## src/rtl/fpu_bcd_to_binary.sv

```systemverilog
// Packed-BCD (8087 FBLD format) to unsigned binary converter.
// Digit-serial multiply-accumulate, most significant digit first.
module fpu_bcd_to_binary #(
  parameter int NUM_DIGITS = 18,
  parameter int ACC_WIDTH  = 64
) (
  input  logic                      clk,
  input  logic                      reset_n,
  input  logic                      enable,
  input  logic [4*NUM_DIGITS+7:0]   bcd_in,
  output logic [ACC_WIDTH-1:0]      binary_out,
  output logic                      sign_out,
  output logic                      done,
  output logic                      error
);

  localparam int DW = 4 * NUM_DIGITS;
  localparam int CW = $clog2(NUM_DIGITS + 1);

  typedef enum logic [1:0] {
    IDLE    = 2'd0,
    CONVERT = 2'd1,
    DONE_ST = 2'd2
  } state_t;

  state_t                state_q, state_d;
  logic [DW-1:0]         shift_q, shift_d;
  logic [ACC_WIDTH-1:0]  acc_q, acc_d;
  logic [CW-1:0]         cnt_q, cnt_d;
  logic [3:0]            dig_q, dig_d;
  logic                  dig_vld_q, dig_vld_d;
  logic                  inv_q, inv_d;
  logic                  sign_lat_q, sign_lat_d;
  logic [ACC_WIDTH-1:0]  bin_q, bin_d;
  logic                  sign_q, sign_d;
  logic                  done_q, done_d;
  logic                  err_q, err_d;

  // Pad bits between the sign and the digit field carry no meaning.
  logic unused_pad;
  assign unused_pad = ^bcd_in[DW+6:DW];

  always_ff @(posedge clk or negedge reset_n) begin
    if (!reset_n) begin
      state_q    <= IDLE;
      shift_q    <= '0;
      acc_q      <= '0;
      cnt_q      <= '0;
      dig_q      <= '0;
      dig_vld_q  <= 1'b0;
      inv_q      <= 1'b0;
      sign_lat_q <= 1'b0;
      bin_q      <= '0;
      sign_q     <= 1'b0;
      done_q     <= 1'b0;
      err_q      <= 1'b0;
    end else begin
      state_q    <= state_d;
      shift_q    <= shift_d;
      acc_q      <= acc_d;
      cnt_q      <= cnt_d;
      dig_q      <= dig_d;
      dig_vld_q  <= dig_vld_d;
      inv_q      <= inv_d;
      sign_lat_q <= sign_lat_d;
      bin_q      <= bin_d;
      sign_q     <= sign_d;
      done_q     <= done_d;
      err_q      <= err_d;
    end
  end

  always_comb begin
    state_d    = state_q;
    shift_d    = shift_q;
    acc_d      = acc_q;
    cnt_d      = cnt_q;
    dig_d      = dig_q;
    dig_vld_d  = dig_vld_q;
    inv_d      = inv_q;
    sign_lat_d = sign_lat_q;
    bin_d      = bin_q;
    sign_d     = sign_q;
    done_d     = done_q;
    err_d      = err_q;

    case (state_q)
      IDLE: begin
        done_d = 1'b0;
        err_d  = 1'b0;
        if (enable) begin
          shift_d    = bcd_in[DW-1:0];
          sign_lat_d = bcd_in[DW+7];
          acc_d      = '0;
          inv_d      = 1'b0;
          cnt_d      = CW'(NUM_DIGITS);
          dig_vld_d  = 1'b0;
          state_d    = CONVERT;
        end
      end

      CONVERT: begin
        // The fetched digit is registered before the adder, so accumulation
        // trails the fetch by one cycle and the shift-register mux stays off
        // the carry path.
        if (dig_vld_q) begin
          acc_d = (acc_q << 3) + (acc_q << 1) + ACC_WIDTH'(dig_q);
          if (dig_q > 4'd9) inv_d = 1'b1;
        end
        if (cnt_q != '0) begin
          dig_d     = shift_q[DW-1 -: 4];
          dig_vld_d = 1'b1;
          shift_d   = shift_q << 4;
          cnt_d     = cnt_q - CW'(1);
        end else begin
          dig_vld_d = 1'b0;
          if (!dig_vld_q) begin
            bin_d   = acc_q;
            sign_d  = sign_lat_q;
            err_d   = inv_q;
            state_d = DONE_ST;
          end
        end
      end

      DONE_ST: begin
        done_d = 1'b1;
        if (!enable) state_d = IDLE;
      end

      default: state_d = IDLE;
    endcase
  end

  assign binary_out = bin_q;
  assign sign_out   = sign_q;
  assign done       = done_q;
  assign error      = err_q;

endmodule

```

## config.mk

```make
export PLATFORM = sky130hd
export DESIGN_NAME = fpu_bcd_to_binary
export DESIGN_NICKNAME = d
export VERILOG_FILES = /design/src/rtl/fpu_bcd_to_binary.sv
export SDC_FILE = /design/constraint.sdc
export NUM_CORES = 1
export LEC_CHECK = 0
export BUFFER_PORTS_ARGS = -buffer_cell sky130_fd_sc_hd__buf_2
export CAP_MARGIN = 20
export CORE_MARGIN = 4
export CORE_UTILIZATION = 50
export DETAILED_ROUTE_END_ITERATION = 16
export GPL_TIMING_DRIVEN = 0
export HOLD_SLACK_MARGIN = 0.02
export PLACE_DENSITY = 0.72
export RECOVER_POWER = 100
export SLEW_MARGIN = 20
export SYNTH_ARGS = -nofsm -noshare
export SYNTH_HDL_FRONTEND = slang
export SYNTH_SLANG_ARGS = --single-unit
```

## constraint.sdc

```tcl
create_clock -name clk -period 4.7 [get_ports clk]
set_input_delay 0.47 -clock clk [delete_from_list [all_inputs] [get_ports clk]]
set_output_delay 0.47 -clock clk [all_outputs]
set_load 0.05 [all_outputs]
```

# Word level (Yosys, flattened, before mapping)
# Index checks and enable logic that the tools add are counted.
dict set report totals {
  elab_cells 64
  ff_bits 217
  input_bits 83
  output_inout_bits 67
}
dict set report classes {
  n_eq_ne 9
  bitwise_logic 2
  add_sub_neg 3
  n_reduce_logical 13
  muxes 24
  n_lt_le_gt_ge 1
}
# operator count
set ops {}
lappend ops {{two-way mux 72 bit} 2}
lappend ops {{one-hot mux 72 bit (2 select lines)} 1}
lappend ops {{two-way mux 64 bit} 2}
lappend ops {{one-hot mux 64 bit (2 select lines)} 1}
lappend ops {{adder 64 x 4 -> 64 bit} 1}
lappend ops {{adder 64 bit} 1}
lappend ops {{inequality test 2 bit, second input constant} 7}
lappend ops {{AND reduction 3 bit} 4}
lappend ops {{two-way mux 5 bit} 2}
lappend ops {{one-hot mux 5 bit (2 select lines)} 1}
lappend ops {{two-way mux 2 bit} 4}
lappend ops {{one-hot mux 1 bit (2 select lines)} 4}
lappend ops {{AND reduction 4 bit} 2}
lappend ops {{two-way mux 1 bit} 6}
lappend ops {{one-hot mux 2 bit (3 select lines)} 1}
lappend ops {{AND reduction 2 bit} 3}
lappend ops {{nonzero test 5 bit} 1}
lappend ops {{subtractor 5 x 1 -> 5 bit, second input constant} 1}
lappend ops {{greater-than comparator 4 bit, second input constant} 1}
lappend ops {{nonzero test 2 bit} 2}
lappend ops {{== test 2 x 1 -> 1 bit, second input constant} 1}
lappend ops {{== test 2 bit, second input constant} 1}
lappend ops {{logical NOT 2 bit} 1}
lappend ops {{NOT 1 bit} 2}

# Longest topological paths before layout
# Gate-level depths: netlist (run 1).
dict set report logic_depth {
  ltp_word 4
  depth_mapped 15
  mapped_depth_nobuf 15
}

# Least setup slack after synthesis (run 1)
# No wires, ideal clock.
dict set report synth_path {
  kind {register -> register}
  start {register acc_q[0]}
  end {register acc_q[56]}
  stages_incl_launch_ff 16
  path_buffers 0
  synth_period_minus_slack_ns 3.611
  setup_slack_ns 1.089
  required_ns 4.631
  arrival_time_ns 3.542
  cell_sequence {dfrtp_1 > inv_1 > fa_1 > inv_1 > fa_1 > a21oi_1 > nor2b_1 > a31oi_1 > o31ai_4 > a21oi_2 > o211ai_2 > a221o_2 > a21oi_4 > o21ai_2 > a2111oi_2 > nand3b_1}
}
dict set report synth_via {
  elab_chain_cells 4
}
# element line_no
set synth_lines {}
lappend synth_lines {{start: declaration} 28} ;# logic [ACC_WIDTH-1:0] acc_q, acc_d;
lappend synth_lines {{start signal: assignment} 47} ;# acc_q <= '0;
lappend synth_lines {{start signal: assignment} 60} ;# acc_q <= acc_d;
lappend synth_lines {{adder 64 bit} 107} ;# acc_d = (acc_q << 3) + (acc_q << 1) + ACC_WIDTH'(dig_q);
lappend synth_lines {{adder 64 x 4 -> 64 bit} 107}
lappend synth_lines {{two-way mux 64 bit} 106} ;# if (dig_vld_q) begin
lappend synth_lines {{one-hot mux 64 bit (2 select lines)} 87} ;# case (state_q)
# No other way between the ends. The select of a mux whose other input is x is not followed.
# A chain may end at the register's enable or synchronous reset.

# Final worst setup path (run 1)
dict set report layout_path {
  start {register acc_q[0]}
  end {register acc_q[61]}
}
# Same word-level chain as after synthesis.

==> flow_summary.json, run 1 <==
{
  "slew_headroom_pct": -59.6,
  "setup_viol": 0,
  "whs_ns": 0.151,
  "n_antenna_cell": 0,
  "status": "finished with violations",
  "wirelength_mm": 30.9,
  "place_hpwl_mm": 22.8,
  "crit_arrival_ns": 4.80,
  "ys_seq_elements": 217,
  "yosysWarnings": 0,
  "gp_congestion": 0.869,
  "htree_levels": 1,
  "period_share_pct": 92.5,
  "root_buffer": "clkbuf_16",
  "start_kind": "register",
  "coreArea_um2": 25300,
  "ys_seq_area_share_pct": 42.3,
  "clock_latency_ns": 0.54,
  "critPathKind": "reg -> reg",
  "worstMarginPinSlew_ns": 2.39,
  "postCtsHoldBufs": 1,
  "drtPass1Iterations": 5,
  "grt_pass1_wl_mm": 51.4,
  "end_kind": "register",
  "drt_iter0_drc": 781,
  "dp.cells": 1848,
  "via_per_inst": 5.63,
  "clk_pin_slew_worst_paths_ns": 0.06,
  "synth_cells": 1374,
  "die_w_um": 168,
  "numPortBuffers": 142,
  "syn-cell-area_um2": 12800,
  "ys_types": 69,
  "synth_top_flop_cell": "dfrtp_1",
  "post_cts_buffers": 0,
  "synth_area_per_cell_um2": 9.34,
  "path_max_fanout": 4,
  "cp.required_ns": 5.15,
  "hold_violations": 0,
  "drive_gt1_share_pct": 13.0,
  "vias": 10700,
  "rsz0062_at_grt": "no",
  "fp.dieArea_um2": 28300,
  "grt_max_degree": 92,
  "io_pins": 150,
  "violations": "max-capacitance violations, max-slew violations",
  "synth_nets": 1583,
  "area_delta_synth_final_pct": 14.9,
  "grt_use_total_pct": 21.3,
  "maxCapViolCount": 1,
  "wl_per_cell_um": 16.3,
  "async_reset_ff_share_pct": 100,
  "drcViolationCount": 0,
  "min_period_ns": 4.35,
  "antenna_found_initial": 0,
  "cts_made_buffers": 24,
  "slew_viol_final": 42,
  "fin_nets": 1754,
  "ant_nets": 0,
  "clock-skew-final_ns": 0.0219,
  "clk_path_buf_depth": 3,
  "synth-edff-count": 0,
  "final_cells": 1891,
  "die-height_um": 168,
  "clock-sinks": 217,
  "start_util_pct": 50.8,
  "fmax_mhz": 230,
  "grt-ovfl-total": 0,
  "hold_path.class": "in -> reg",
  "cts_resized": 0,
  "rows": 58,
  "first_global_vias": 10500,
  "cts_tree": "done",
  "fillerInstances": 2294
}
## cells by family (layout without fill, tap and decap cells)
logic type | after synthesis | count (layout) | share of synthesized area, %
AND/OR/NAND/NOR | 447 | 447 | 14.3
AO/OA/AOI/OAI | 355 | 355 | 17.6
flip-flops | 217 | 217 | 42.3
adder cells (fa/ha/maj) | 126 | 126 | 12.4
buffers and inverters | 102 | 289 | 3.46
multiplexers | 68 | 68 | 5.94
XOR/XNOR | 59 | 59 | 4.02
## cells in the mapped netlist (all sizes together), types with 2 or more instances
cell / n / area share, %
a211o: 2 / 0.14
a211oi: 8 / 0.47
a21boi: 2 / 0.12
a21o: 40 / 2.4
a21oi: 66 / 2.7
a22o: 4 / 0.27
a31o: 2 / 0.14
a31oi: 81 / 3.9
and2: 3 / 0.15
and3: 2 / 0.11
buf: 11 / 0.71
clkbuf: 69 / 2.1
dfrtp: 217 / 42
fa: 2 / 0.31
ha: 124 / 12
inv: 22 / 0.64
mux2: 66 / 5.8
mux2i: 2 / 0.16
nand2: 268 / 7.8
nand3: 17 / 0.66
nand3b: 3 / 0.18
nand4: 21 / 1.0
nor2: 109 / 3.2
nor2b: 7 / 0.34
nor3: 7 / 0.27
nor4: 3 / 0.15
o2111ai: 2 / 0.14
o211ai: 8 / 0.51
o21a: 5 / 0.29
o21ai: 101 / 4.0
o21bai: 13 / 0.76
o221ai: 2 / 0.14
o31ai: 5 / 0.40
o41ai: 2 / 0.19
or4: 2 / 0.12
xnor2: 32 / 2.2
xor2: 27 / 1.8
## per-layer routing
layer	wire (µm)	track usage, %	vias to the layer above	part of all wire, %
met5	0	0	-	0
li1	-	-	5218	-
met2	14100	34.5	267	46
met4	635	5.22	0	2.1
met1	14400	30.4	5121	47
met3	1720	3.01	48	5.6
## registers in the layout, summed over array words and instances (netlist names)
register,cells
error,1
cnt_q,5
inv_q,1
acc_q,64
dig_vld_q,1
binary_out,64
state_q,2
sign_lat_q,1
sign_out,1
shift_q,72
dig_q,4
done,1
## worst max-delay path, cell delays in order, from the launching register on
cell and delay (ns):
dfrtp_1 0.41, inv_1 0.08, fa_1 0.54, inv_1 0.07, ha_1 0.31, a211oi_1 0.09, o21bai_1 0.27, o211ai_1 0.17
a21oi_1 0.25, nor2b_1 0.15, o41ai_1 0.80, a21oi_1 0.26, o21ai_0 0.37, a41oi_1 0.20, xor2_1 0.17, o21ai_0 0.14
## area by class of cell
| cell class | instances | area [µm²] | area share [%] |
|---|---|---|---|
| Tap cell | 330 | 413 | 2.80 |
| Multi-Input combinational cell | 1055 | 6950 | 47.1 |
| Sequential cell | 217 | 5430 | 36.8 |
| Clock buffer | 31 | 657 | 4.45 |
| Inverter | 22 | 82.6 | 0.560 |
| Clock inverter | 11 | 194 | 1.32 |
| Buffer | 80 | 347 | 2.35 |
| Timing Repair Buffer | 145 | 671 | 4.55 |
## through the flow
stage               setup WS (ns)  cell area (µm²)  TNS, ns  utilization [%]
floorplan                    1.09            12800        0                -
global placement           -0.499            14000  -103.73             55.3
detailed placement          0.474            14000        0             55.5
CTS                         0.479            14900        0             59.0
global route                0.123            14700        0             58.4
finish                      0.352            14700        0             58.4
## cell usage in the layout, fill, tap and decap left out, types with 21 or more instances in the layout
cell type,count
dfrtp_1,217
clkbuf_16,24
inv_1,22
clkbuf_1,142
nand4_1,21
o21ai_0,100
buf_2,75
a21oi_1,64
nor2_1,109
xor2_1,27
xnor2_1,32
a31oi_1,81
ha_1,124
nand2_1,268
mux2_2,66
a21o_1,37
## final timing paths
kind | to | depth (start not counted) | slack, ns | startpoint
worst max register to register | acc_q[61] | 15 | 0.35 | acc_q[0]
worst max-delay path | acc_q[61] | 15 | 0.35 | acc_q[0]
worst min-delay path | shift_q[0] | 3 | 0.15 | bcd_in[0]
min in group asynchronous | binary_out[10] | 2 | 1.21 | reset_n
max in group asynchronous | shift_q[62] | 3 | 1.05 | reset_n
worst min register to register | dig_q[1] | 2 | 0.47 | shift_q[69]
Power of run 1 is not shown: default switching activity piles up to over one toggle a cycle in this logic, so the estimate is an artifact.
==> run 2, diff against run 1 <==
--- a/config.mk
+++ b/config.mk
@@ -6,8 +6,9 @@
 export NUM_CORES = 1
 export LEC_CHECK = 0
-export BUFFER_PORTS_ARGS = -buffer_cell sky130_fd_sc_hd__buf_2
+export BUFFER_PORTS_ARGS = -buffer_cell sky130_fd_sc_hd__clkbuf_2
 export CAP_MARGIN = 20
 export CORE_MARGIN = 4
 export CORE_UTILIZATION = 50
+export CTS_CLUSTER_SIZE = 12
 export DETAILED_ROUTE_END_ITERATION = 16
 export GPL_TIMING_DRIVEN = 0
==> constraint.sdc (replaced) <==
create_clock -name clk -period 4.7 [get_ports clk]
set_input_delay 0.705 -clock clk [delete_from_list [all_inputs] [get_ports clk]]
set_output_delay 0.705 -clock clk [all_outputs]
set_load 0.05 [all_outputs]
==> flow_summary.json, run 2 (same netlist as run 1, synthesis figures left out) <==
{
  "largest_register_ffs": 72,
  "grt_max_degree": 90,
  "place_hpwl_mm": 22.8,
  "wl_per_cell_um": 16.2,
  "maxCapViolCount": 1,
  "clock_latency_ns": 0.52,
  "grt_use_total_pct": 21.2,
  "gp_congestion": 0.877,
  "worstHoldEndpoint": "shift_q[0]",
  "cpPeakStageDelay_ns": 0.50,
  "hold_path.class": "in -> reg",
  "critPathKind": "reg -> reg",
  "rows": 58,
  "postCtsHoldBufs": 0,
  "hold_violations": 0,
  "first_global_vias": 10600,
  "ant_nets": 0,
  "whs_ns": 0.420,
  "root_buffer": "clkbuf_16",
  "period_share_pct": 91.7,
  "r2r_end": "acc_q[56]",
  "cts_made_buffers": 24,
  "cts_resized": 0,
  "worstMarginPinSlew_ns": 2.56,
  "clk_path_buf_depth": 3,
  "setup_viol": 0,
  "final_cell_mix": "268 x nand2_1, 217 x dfrtp_1, 144 x clkbuf_1",
  "largest-register": "shift_q",
  "min_period_ns": 4.31,
  "numPortBuffers": 142,
  "start_kind": "register",
  "fmax_mhz": 232,
  "coreArea_um2": 25300,
  "worstRegToRegCells": 15,
  "slew_headroom_pct": -70.5,
  "antenna_found_initial": 1,
  "io_pins": 150,
  "status": "finished with violations",
  "slew_viol_final": 42,
  "cts_tree": "done",
  "grt_pass1_wl_mm": 51.2,
  "crit_buf_inv": 2,
  "start_util_pct": 50.8,
  "post_cts_buffers": 0,
  "drcViolationCount": 0,
  "path_cells": "inv_1 -> fa_1 -> inv_1 -> fa_1 -> a21oi_1 -> nor2b_1 -> a31oi_1 -> o31ai_4 -> a21oi_1 -> o211ai_2 -> a221o_2 -> a21oi_4 -> o21ai_2 -> a2111oi_0 -> nand3b_1",
  "r2r_slack_ns": 0.39,
  "worstHoldStart": "bcd_in[0]",
  "whs_path_depth": 3,
  "grt-ovfl-total": 0,
  "crit_arrival_ns": 4.76,
  "final_common_cell": "nand2_1",
  "clk_pin_slew_worst_paths_ns": 0.06,
  "critPathTopFamily": "compound AO/OA/AOI/OAI gates",
  "drive_gt1_share_pct": 12.7,
  "drtPass1Iterations": 5,
  "drt_iter0_drc": 774,
  "fin_nets": 1753,
  "clock-sinks": 217,
  "htree_levels": 1,
  "rsz0062_at_grt": "no",
  "area_delta_synth_final_pct": 14.3,
  "cp.required_ns": 5.15,
  "clock-skew-final_ns": 0.0137,
  "fp.dieArea_um2": 28300,
  "violations": "max-capacitance violations, max-slew violations",
  "end_kind": "register",
  "via_per_inst": 5.65,
  "regToRegStartpoint": "acc_q[2]",
  "wirelength_mm": 30.6,
  "path_max_fanout": 7,
  "vias": 10700,
  "cpMaxStageDelayCell": "fa_1",
  "die_w_um": 168,
  "die-height_um": 168
}
## run 2: cell count changes in the layout (fill, tap and decap cells not counted), moves of 2 or more
cell,change
bufinv_16,-3
buf_2,-74
clkbuf_1,+2
clkbuf_2,+74
## run 2: final cells by class
cell class	instances	area, µm²
clock buffers	34	689
diodes	1	2.50
well taps	330	413
plain buffers	80	347
clock inverters	6	83.8
inverters	22	82.6
flip-flops and latches	217	5430
fillers	2291	10600
repair buffers	144	681
multi-input cells	1055	6950
## run 2: metrics by stage
step / area (µm²) / utilization, % / std cells / worst slack, ns / TNS, ns
5_1_grt: 14700 / 58.1 / 1889 / 0.139 / 0
2_1_floorplan: 12800 / - / 1374 / 1.09 / 0
6_report: 14700 / 58.1 / 1889 / 0.389 / 0
3_3_place_gp: 14000 / 55.3 / 1846 / -1.30 / -277.93
3_5_place_dp: 14000 / 55.5 / 1848 / 0.511 / 0
4_1_cts: 14800 / 58.6 / 1888 / 0.467 / 0
## run 2: worst reg2reg max path, delay by kind of cell (launching register included)
kind                       cells  cell delay (ns)
AOI/OAI and AO/OA              9             2.46
buffers and inverters          2             0.16
adders and majority gates      2             0.95
and+or+nand+nor                2             0.25
DFF                            1             0.43
## run 2: worst max path at each step
stage / depth (start not counted) / endpoint / from
6_report: 15 / acc_q[56] / acc_q[2]
5_1_grt: 15 / acc_q[56] / acc_q[0]
4_1_cts: 15 / acc_q[48] / acc_q[2]
3_5_place_dp: 15 / acc_q[48] / acc_q[2]
3_3_place_gp: 1 / binary_out[51] / reset_n
2_1_floorplan: 15 / acc_q[56] / acc_q[0]
## run 2: metal layers
metal / vias up / wire, µm / track usage [%]
met4: 0 / 968 / 6.49
li1: 5209 / - / -
met1: 5098 / 14200 / 30.3
met2: 298 / 13600 / 33.6
met5: - / 0 / 0
met3: 63 / 1740 / 3.10
Power of run 2 is left out for the same reason.
==> run 3, diff against run 2 <==
- ABC_AREA: default -> 1
- PLACE_DENSITY: 0.72 -> 0.71
==> flow_summary.json, run 3 <==
{
  "die-height_um": 182,
  "synthTopCellsByCount": "735 x nand2_1, 406 x inv_1, 217 x dfrtp_1, 137 x nor2_1, 124 x ha_1",
  "io_pins": 150,
  "grt-ovfl-total": 0,
  "clock_latency_ns": 0.54,
  "drive_gt1_share_pct": 7.06,
  "dp.cells": 2697,
  "crit_path_end": "shift_q[34]",
  "slew_headroom_pct": -102,
  "async_reset_ff_share_pct": 100,
  "drtPass1Iterations": 5,
  "yosysWarnings": 0,
  "ys_seq_elements": 217,
  "top_layer_used": "met4",
  "wl_met1_mm": 19.1,
  "fin_nets": 2543,
  "critPathKind": "reg -> reg",
  "cp-startpoint": "state_q[1]",
  "r2r_end": "shift_q[34]",
  "die_w_um": 182,
  "setup_viol": 0,
  "hold_violations": 0,
  "synth_area_leaders": "dfrtp_1 36%, nand2_1 18%, ha_1 10%, inv_1 10%, nor2_1 3.4%",
  "clk_path_buf_depth": 3,
  "cts_resized": 0,
  "synth_nets": 2372,
  "min_period_ns": 3.36,
  "via_per_inst": 5.08,
  "final_common_cell": "nand2_1",
  "synth_cells": 2163,
  "path_max_fanout": 10,
  "cts_tree": "done",
  "ys_seq_area_share_pct": 36.0,
  "synth-edff-count": 0,
  "period_share_pct": 71.4,
  "wl_per_cell_um": 15.3,
  "final_cell_mix": "737 x nand2_1, 409 x inv_1, 217 x dfrtp_1",
  "violations": "max-capacitance violations, max-slew violations",
  "coreArea_um2": 29700,
  "cp.required_ns": 5.14,
  "worstRegToRegCells": 9,
  "cts_made_buffers": 25,
  "regArea_um2": 5430,
  "end_kind": "register",
  "grt_use_total_pct": 25.4,
  "fp.dieArea_um2": 33000,
  "multiInputGateArea_um2": 7710,
  "root_buffer": "clkbuf_16",
  "first_global_vias": 13800,
  "dr_wl_met3_mm": 2.98,
  "synth_top_flop_cell": "dfrtp_1",
  "status": "finished with violations",
  "ant_nets": 0,
  "grt_max_degree": 91,
  "crit_arrival_ns": 3.80,
  "start_kind": "register",
  "start_util_pct": 50.8,
  "antenna_found_initial": 0,
  "worstMarginPinSlew_ns": 3.04,
  "largest_register_ffs": 72,
  "syn-cell-area_um2": 15100,
  "numPortBuffers": 142,
  "rsz0062_at_grt": "no",
  "fmax_mhz": 298,
  "grt_pass1_wl_mm": 69.2,
  "r2r_slack_ns": 1.34,
  "place_hpwl_mm": 33.7,
  "final_cells": 2742,
  "synth.most_common_cell": "nand2_1",
  "wirelength_mm": 42.0,
  "synth_area_per_cell_um2": 6.97,
  "fillerInstances": 2946,
  "area_delta_synth_final_pct": 12.4,
  "clk_pin_slew_worst_paths_ns": 0.06,
  "drt_iter0_drc": 1023,
  "synth_top_area_share_pct": 36.0,
  "vias": 13900,
  "regToRegStartpoint": "state_q[1]",
  "ys_types": 37,
  "post_cts_buffers": 0,
  "gp_congestion": 0.967,
  "htree_levels": 1,
  "hold_path.class": "in -> reg",
  "yosys.area.top_type": "dfrtp_1",
  "slew_viol_final": 56,
  "clock-sinks": 217,
  "drcViolationCount": 0,
  "clock-skew-final_ns": 0.0116,
  "rows": 63,
  "postCtsHoldBufs": 0,
  "largest-register": "shift_q",
  "n_antenna_cell": 0,
  "wl_met2_mm": 18.8,
  "maxCapViolCount": 1
}
-- run 3: through the flow --
step	hold slack [ns]	util [%]	cell area, µm²	setup WS (ns)	setup TNS [ns]
detailed placement	0.472	55.0	16300	1.67	0
floorplan	0.409	-	15100	2.27	0
global route	0.366	57.1	17000	0.884	0
global placement	0.460	54.8	16300	-1.33	-281.12
finish	0.375	57.1	17000	1.34	0
CTS	0.131	57.9	17200	1.65	0
-- run 3: kinds of logic after synthesis --
| kind of cell | synth area share [%] |
|---|---|
| multiplexers | 2.17 |
| flip-flops | 36.0 |
| buffers and inverters | 12.3 |
| adder cells (fa/ha/maj) | 10.6 |
| XOR/XNOR | 0.116 |
| AND/OR/NAND/NOR | 26.0 |
| AO/OA/AOI/OAI | 12.9 |
-- run 3: cell type report --
class / instances / share of cell area, %
well taps: 390 / 2.88
multi-input cells: 1478 / 45.4
clock buffers: 39 / 4.47
clock inverters: 6 / 0.546
plain buffers: 55 / 1.49
repair buffers: 144 / 4.01
inverters: 413 / 9.15
flip-flops and latches: 217 / 32.0
-- run 3: worst min path at each step --
| stage | from | end | cells past startpoint |
|---|---|---|---|
| after floorplan | reset_n | acc_q[0] | 0 |
| final | bcd_in[3] | shift_q[3] | 3 |
| after CTS | reset_n | binary_out[17] | 1 |
| after global routing | bcd_in[2] | shift_q[2] | 3 |
| after detailed placement | acc_q[63] | acc_q[63] | 2 |
| after global placement | acc_q[63] | acc_q[63] | 2 |
-- run 3: critical path, cell delays in order (launching register included) --
cell and delay, ns:
dfrtp_1 0.42, nor2_1 0.59, inv_1 0.24, nor2_1 0.42, nor2_1 0.22, clkinvlp_2 0.21
clkbuf_1 0.46, clkbuf_1 0.43, o211ai_1 0.15, o21ai_0 0.12
-- run 3: per-layer routing --
layer	up-vias	global-route usage [%]
li1	7133	-
met4	0	6.06
met2	331	41.8
met1	6389	34.6
met3	64	5.11
met5	-	0
Power of run 3 is left out for the same reason.
